===== src/rtl/i2c_pkg.sv =====
// Shared types and constants for the I2C slave byte engine.
package i2c_pkg;

  localparam int I2C_ADDR_W = 7;
  localparam logic [I2C_ADDR_W-1:0] I2C_GENCALL_ADDR = 7'h00;
  localparam logic [7:0] I2C_TX_UNDERRUN_BYTE = 8'hFF;

  typedef enum logic [2:0] {
    IDLE,
    ADDR,
    ADDR_ACK,
    RX_BYTE,
    RX_ACK,
    TX_BYTE,
    TX_ACK
  } i2c_state_t;

endpackage


===== src/rtl/i2c_scl_edge.sv =====
// Registers the synchronized SCL and derives one-cycle rise/fall strobes.
module i2c_scl_edge (
  input  logic sample_clk,
  input  logic rstn,
  input  logic scl_i,
  output logic scl_rise,
  output logic scl_fall
);

  logic scl_q;

  // Reset to 1 so an idle (high) bus does not look like a rising edge
  always_ff @(posedge sample_clk) begin
    if (!rstn) scl_q <= 1'b1;
    else       scl_q <= scl_i;
  end

  assign scl_rise = scl_i & ~scl_q;
  assign scl_fall = ~scl_i & scl_q;

endmodule


===== src/rtl/i2c_slave_byte_ctrl.sv =====
// Byte-level I2C slave engine: address match, byte shift in/out, ACK/NACK.
// Optional general-call acceptance is enabled by defining I2C_GENCALL_EN.
module i2c_slave_byte_ctrl
  import i2c_pkg::*;
#(
  parameter logic [I2C_ADDR_W-1:0] SLAVE_ADDR = 7'h50
) (
  input  logic       sample_clk,
  input  logic       rstn,
  input  logic       scl_i,
  input  logic       sda_i,
  input  logic       start_det,
  input  logic       stop_det,
  output logic       sda_oe,
  output logic       busy,
  output logic       rw,
  output logic [7:0] rx_data,
  output logic       rx_valid,
  input  logic       rx_ready,
  input  logic [7:0] tx_data,
  input  logic       tx_valid,
  output logic       tx_load,
  output logic       tx_underrun
);

  i2c_state_t state;
  logic [2:0] bit_cnt;
  logic [7:0] sr;
  logic       start_q;
  logic       stop_q;
  logic       ack_ok;
  logic       phase;
  logic       scl_rise;
  logic       scl_fall;
  logic       start_edge;
  logic       stop_edge;
  logic [7:0] shifted;
  logic [7:0] tx_next;
  logic       byte_end;

  i2c_scl_edge u_scl_edge (
    .sample_clk (sample_clk),
    .rstn       (rstn),
    .scl_i      (scl_i),
    .scl_rise   (scl_rise),
    .scl_fall   (scl_fall)
  );

  assign start_edge = start_det & ~start_q;
  assign stop_edge  = stop_det & ~stop_q;
  assign shifted    = {sr[6:0], sda_i};
  assign tx_next    = tx_valid ? tx_data : I2C_TX_UNDERRUN_BYTE;
  assign byte_end   = scl_rise && (bit_cnt == 3'd7);

  function automatic logic addr_match(input logic [7:0] b);
`ifdef I2C_GENCALL_EN
    return (b[7:1] == SLAVE_ADDR) || ((b[7:1] == I2C_GENCALL_ADDR) && !b[0]);
`else
    return b[7:1] == SLAVE_ADDR;
`endif
  endfunction

  // phase marks the second half of a two-step slot: the second falling edge
  // of an ACK clock, or "8 bits already sent" while transmitting
  always_ff @(posedge sample_clk) begin
    if (!rstn) begin
      state       <= IDLE;
      bit_cnt     <= 3'd0;
      sr          <= 8'h00;
      start_q     <= 1'b0;
      stop_q      <= 1'b0;
      ack_ok      <= 1'b0;
      phase       <= 1'b0;
      sda_oe      <= 1'b0;
      busy        <= 1'b0;
      rw          <= 1'b0;
      rx_data     <= 8'h00;
      rx_valid    <= 1'b0;
      tx_load     <= 1'b0;
      tx_underrun <= 1'b0;
    end else begin
      start_q     <= start_det;
      stop_q      <= stop_det;
      rx_valid    <= 1'b0;
      tx_load     <= 1'b0;
      tx_underrun <= 1'b0;

      if (stop_edge) begin
        state   <= IDLE;
        sda_oe  <= 1'b0;
        busy    <= 1'b0;
        bit_cnt <= 3'd0;
        phase   <= 1'b0;
      end else if (start_edge) begin
        state   <= ADDR;
        sda_oe  <= 1'b0;
        bit_cnt <= 3'd0;
        phase   <= 1'b0;
      end else begin
        unique case (state)
          IDLE: begin
            sda_oe <= 1'b0;
          end

          ADDR: begin
            sda_oe <= 1'b0;
            if (scl_rise) begin
              sr      <= shifted;
              bit_cnt <= bit_cnt + 3'd1;
              if (byte_end) begin
                if (addr_match(shifted)) begin
                  rw    <= shifted[0];
                  busy  <= 1'b1;
                  phase <= 1'b0;
                  state <= ADDR_ACK;
                end else begin
                  busy  <= 1'b0;
                  state <= IDLE;
                end
              end
            end
          end

          ADDR_ACK: begin
            if (scl_fall) begin
              if (!phase) begin
                sda_oe <= 1'b1;
                phase  <= 1'b1;
              end else begin
                sda_oe  <= 1'b0;
                phase   <= 1'b0;
                bit_cnt <= 3'd0;
                if (rw) begin
                  sr          <= tx_next;
                  tx_load     <= 1'b1;
                  tx_underrun <= ~tx_valid;
                  state       <= TX_BYTE;
                end else begin
                  state <= RX_BYTE;
                end
              end
            end
          end

          RX_BYTE: begin
            if (scl_rise) begin
              sr      <= shifted;
              bit_cnt <= bit_cnt + 3'd1;
              if (byte_end) begin
                rx_data  <= shifted;
                rx_valid <= 1'b1;
                ack_ok   <= rx_ready;
                phase    <= 1'b0;
                state    <= RX_ACK;
              end
            end
          end

          RX_ACK: begin
            if (scl_fall) begin
              if (!phase) begin
                sda_oe <= ack_ok;
                phase  <= 1'b1;
              end else begin
                sda_oe  <= 1'b0;
                phase   <= 1'b0;
                bit_cnt <= 3'd0;
                if (ack_ok) begin
                  state <= RX_BYTE;
                end else begin
                  busy  <= 1'b0;
                  state <= IDLE;
                end
              end
            end
          end

          // Present the MSB while SCL is low; every fall follows a rise here
          TX_BYTE: begin
            if (scl_fall) begin
              if (phase) begin
                sda_oe <= 1'b0;
                phase  <= 1'b0;
                state  <= TX_ACK;
              end else begin
                sr     <= {sr[6:0], 1'b1};
                sda_oe <= ~sr[6];
              end
            end else if (scl_rise) begin
              bit_cnt <= bit_cnt + 3'd1;
              if (byte_end) phase <= 1'b1;
            end else if (!scl_i && !phase) begin
              sda_oe <= ~sr[7];
            end
          end

          TX_ACK: begin
            sda_oe <= 1'b0;
            if (!phase) begin
              if (scl_rise) begin
                if (!sda_i) begin
                  phase <= 1'b1;
                end else begin
                  busy  <= 1'b0;
                  state <= IDLE;
                end
              end
            end else if (scl_fall) begin
              phase       <= 1'b0;
              bit_cnt     <= 3'd0;
              sr          <= tx_next;
              tx_load     <= 1'b1;
              tx_underrun <= ~tx_valid;
              state       <= TX_BYTE;
            end
          end

          default: begin
            sda_oe <= 1'b0;
            state  <= IDLE;
          end
        endcase
      end
    end
  end

endmodule

===== config.mk =====
export PLATFORM = sky130hd
export DESIGN_NAME = i2c_slave_byte_ctrl
export DESIGN_NICKNAME = d
export VERILOG_FILES = /design/src/rtl/i2c_pkg.sv /design/src/rtl/i2c_scl_edge.sv /design/src/rtl/i2c_slave_byte_ctrl.sv
export SDC_FILE = /design/constraint.sdc
export NUM_CORES = 1
export LEC_CHECK = 0
export CAP_MARGIN = 0
export CORE_MARGIN = 8
export CORE_UTILIZATION = 40
export CTS_CLUSTER_SIZE = 14
export DETAILED_ROUTE_END_ITERATION = 10
export PLACE_DENSITY = 0.6
export SYNTH_ARGS = -nofsm -noshare
export SYNTH_HDL_FRONTEND = slang
export SYNTH_SLANG_ARGS = --single-unit

===== constraint.sdc =====
create_clock -name sample_clk -period 1.8 [get_ports sample_clk]
set_input_delay 0.27 -clock sample_clk [delete_from_list [all_inputs] [get_ports sample_clk]]
set_output_delay 0.27 -clock sample_clk [all_outputs]
set_load 0.005 [all_outputs]

==> run_results.csv <==
group,metric,value,unit
synthesis,syn_avg_cell_area,8.96,um^2
die,pin_count,30,
global_routing,antenna_found_initial,0,
die,die_h,86.5,um
sta,hold_violations,0,
final_layout,fin_area,2780,um^2
setup_path,startpoint,"state[1]$_SDFFE_PP0P_",
global_routing,grt_usage,0.156,
detailed_routing,first_pass_iters,4,
detailed_routing,vias,1895,
clock_network,root_buffer,"clkbuf_8",
placed_design,io_buffers,29,
clock_network,numClockSinks,33,
detailed_routing,drc_errors,0,
power_and_ir_drop,p_leak,1.06,nW
placed_design,post-place-ws,-0.422,ns
sta,layout_min_cycle_time,1.73,ns
sta,timing.hold.ws,0.461,ns
clock_network,numCtsBuffers,5,
final_layout,fillCellCount,439,
final_layout,area_growth,39.7,%
synthesis,synth-warning-count,0,
power_and_ir_drop,combPwrFrac,0.132,
placed_design,dp_hpwl,4150,um
setup_path,worstSetupPathType,"reg2reg",
detailed_routing,postRouteAntennaNets,0,
final_layout,diodes,0,
status,status,"completed",
clock_network,path_clk_slew,0.07,ns
detailed_routing,via_per_inst,5.35,
setup_path,end_kind,"flop",
sta,fin_setup_tns,0,ns
synthesis,synth_top_area_share,0.332,
setup_path,critPathRequiredTime,2.01,ns
synthesis,synth_largest_area_cell,"dfxtp_1",
sta,setup_viol,0,
power_and_ir_drop,switchingPower,0.000374,W
detailed_routing,drt-total-wl,5590,um
power_and_ir_drop,p_int,0.00111,W
synthesis,async_flop_share,0,
power_and_ir_drop,vdd_drop_max,470,uV
synthesis,yosysMostFrequentCell,"dfxtp_1",
power_and_ir_drop,switching_share,0.252,
setup_path,path_cells,"buf_4, or3b_2, o211ai_1, a221o_1, mux2i_1",
sta,skew,0.00215,ns
global_routing,grt.overflow.total,0,
job,maxCapViolCount,0,
die,die_x,86.5,um
sta,finalCritPeriodShare,0.963,
synthesis,synthesis.nets,242,
setup_path,worstPathMaxFanout,13,
sta,worst_slack,0.0661,ns
synthesis,synth_common_cells,"dfxtp_1, mux2i_1, nor2_1",
synthesis,yosysUniqueCellTypes,51,
sta,slew_headroom,0.659,
synthesis,ys_seq_area_frac,0.332,
final_layout,utilization,0.585,
synthesis,synth_area_leaders,"dfxtp_1, mux2i_1, nand3b_1, o211ai_1, nor2_1",
power_and_ir_drop,p_clk_frac,0.364,
clock_network,clock_latency,0.28,ns
global_routing,grt_pass1_wl,9270,um
global_routing,grt_pass1_vias,1896,
clock_network,cts_tree,"yes",
sta,tightest_slew,0.511,ns
placed_design,dpl-instance-area,2610,um^2
detailed_routing,wl_per_cell,15.8,um
setup_path,r2r-start,"state[1]$_SDFFE_PP0P_",
final_layout,multi_input_area,1260,um^2
final_layout,fin_nets,306,
placed_design,gp_congestion,0.932,
clock_network,cts_htree_levels,2,
setup_path,cp.arrival,1.94,ns
synthesis,ys_ff_latch,33,
min_path,hold_class,"reg2reg",
detailed_routing,first_iter_violations,148,
die,start_util,0.418,
die,dieArea,7490,um^2
setup_path,startpoint_type,"flop",
die,coreArea,4750,um^2
clock_network,clockBufferDepth,2,
synthesis,synth_edf_count,0,
min_path,hold-path-cell-count,2,
setup_path,cpMaxStageDelayCell,"or3b_2",
setup_path,max_stage_delay,0.52,ns
power_and_ir_drop,cellPowerDensity,535,nW/um^2
min_path,min_from,"sda_oe$_SDFFE_PP0P_",
clock_network,holdBufCountCts,0,
final_layout,ff_latch_area,666,um^2
synthesis,syn_area,1990,um^2
sta,drv_slew,0,
synthesis,postSynthCellCount,222,
power_and_ir_drop,p_seq_frac,0.504,
sta,fmax,577,MHz
setup_path,reg2reg_depth,5,
synthesis,synth_ff_type,"dfxtp_1",
final_layout,layout-drive-gt1-share,0.247,
die,rows,25,
global_routing,grt_max_degree,24,
[flip-flops by register name, indices dropped and copies added (netlist names)]
| name | count |
|---|---|
| bit_cnt | 3 |
| start_q | 1 |
| rw | 1 |
| stop_q | 1 |
| phase | 1 |
| sda_oe | 1 |
| busy | 1 |
| rx_data | 8 |
| rx_valid | 1 |
| state | 3 |
| ack_ok | 1 |
| tx_underrun | 1 |
| tx_load | 1 |
| sr | 8 |
| u_scl_edge.scl_q | 1 |
[layer usage]
metal	track usage	wire length [um]	up-vias
li1	-	-	942
met1	0.207	2690	886
met2	0.243	2540	60
met3	0.0359	310	7
met4	0.0469	46	0
met5	0	0	-
[cells in the final DEF (no fill, tap or decap), types with 3 or more instances in the layout]
cell type / n
buf_4: 40
dfxtp_1: 29
clkdlybuf4s50_1: 28
mux2i_1: 24
nor2_1: 16
nand2_1: 15
nand3b_1: 11
o211ai_1: 9
inv_1: 8
nand2b_1: 8
nor2b_1: 7
a21oi_1: 7
and2_1: 6
clkbuf_8: 5
nand3_1: 4
o21ai_0: 4
dfxtp_2: 4
o22ai_1: 3
a211oi_1: 3
[power groups by stage]
stage,clock network (W),registers (W),logic (W)
finish,0.000542,0.000750,0.000196
global route,0.000591,0.000751,0.000214
CTS,0.000554,0.000750,0.000194
detailed placement,0,0.000766,0.000186
global placement,0,0.000766,0.000185
floorplan,0,0.000762,0.0000920
[worst max-delay path: cells and delay by family, from the launching register on]
kind	cells	cell delay [ns]
and+or+nand+nor	1	0.52
AOI/OAI and AO/OA	2	0.40
DFF	1	0.33
muxes	1	0.21
buffers and inverters	1	0.19
[layout make-up]
type,count,area share
clock buffers,6,0.0261
clock inverters,2,0.00360
inverters,9,0.0122
multi-input cells,164,0.454
flip-flops and latches,33,0.239
well taps,67,0.0302
repair buffers,73,0.234
[metrics by stage]
step | total power, W | std cells
floorplan | 0.000854 | 222
global placement | 0.000951 | 343
detailed placement | 0.000952 | 343
CTS | 0.00150 | 353
global route | 0.00156 | 354
finish | 0.00149 | 354
[repair_timing]
| item | 4_1_cts | 5_1_grt |
|---|---|---|
| gates resized for setup | 13 | 7 |
| setup buffers | 1 | 1 |
| endpoints found under the setup margin | 22 | 21 |
| gates cloned | 1 | 0 |
| pin swaps | 1 | 1 |
[worst paths after layout]
check / slack, ns / endpoint
worst max-delay path: 0.07 / state[2]$_SDFFE_PP0P_
worst min-delay path: 0.46 / sda_oe$_SDFFE_PP0P_
worst max register to register: 0.07 / state[2]$_SDFFE_PP0P_
worst min register to register: 0.46 / sda_oe$_SDFFE_PP0P_
[cell families after synthesis]
kind of cell / after synthesis / synth area share
buf+inv: 25 / 0.0604
fa+ha+maj: 4 / 0.0252
compound gates: 51 / 0.210
mux: 24 / 0.121
flops: 33 / 0.332
simple gates: 85 / 0.252
(Power assumes the default switching activity.)
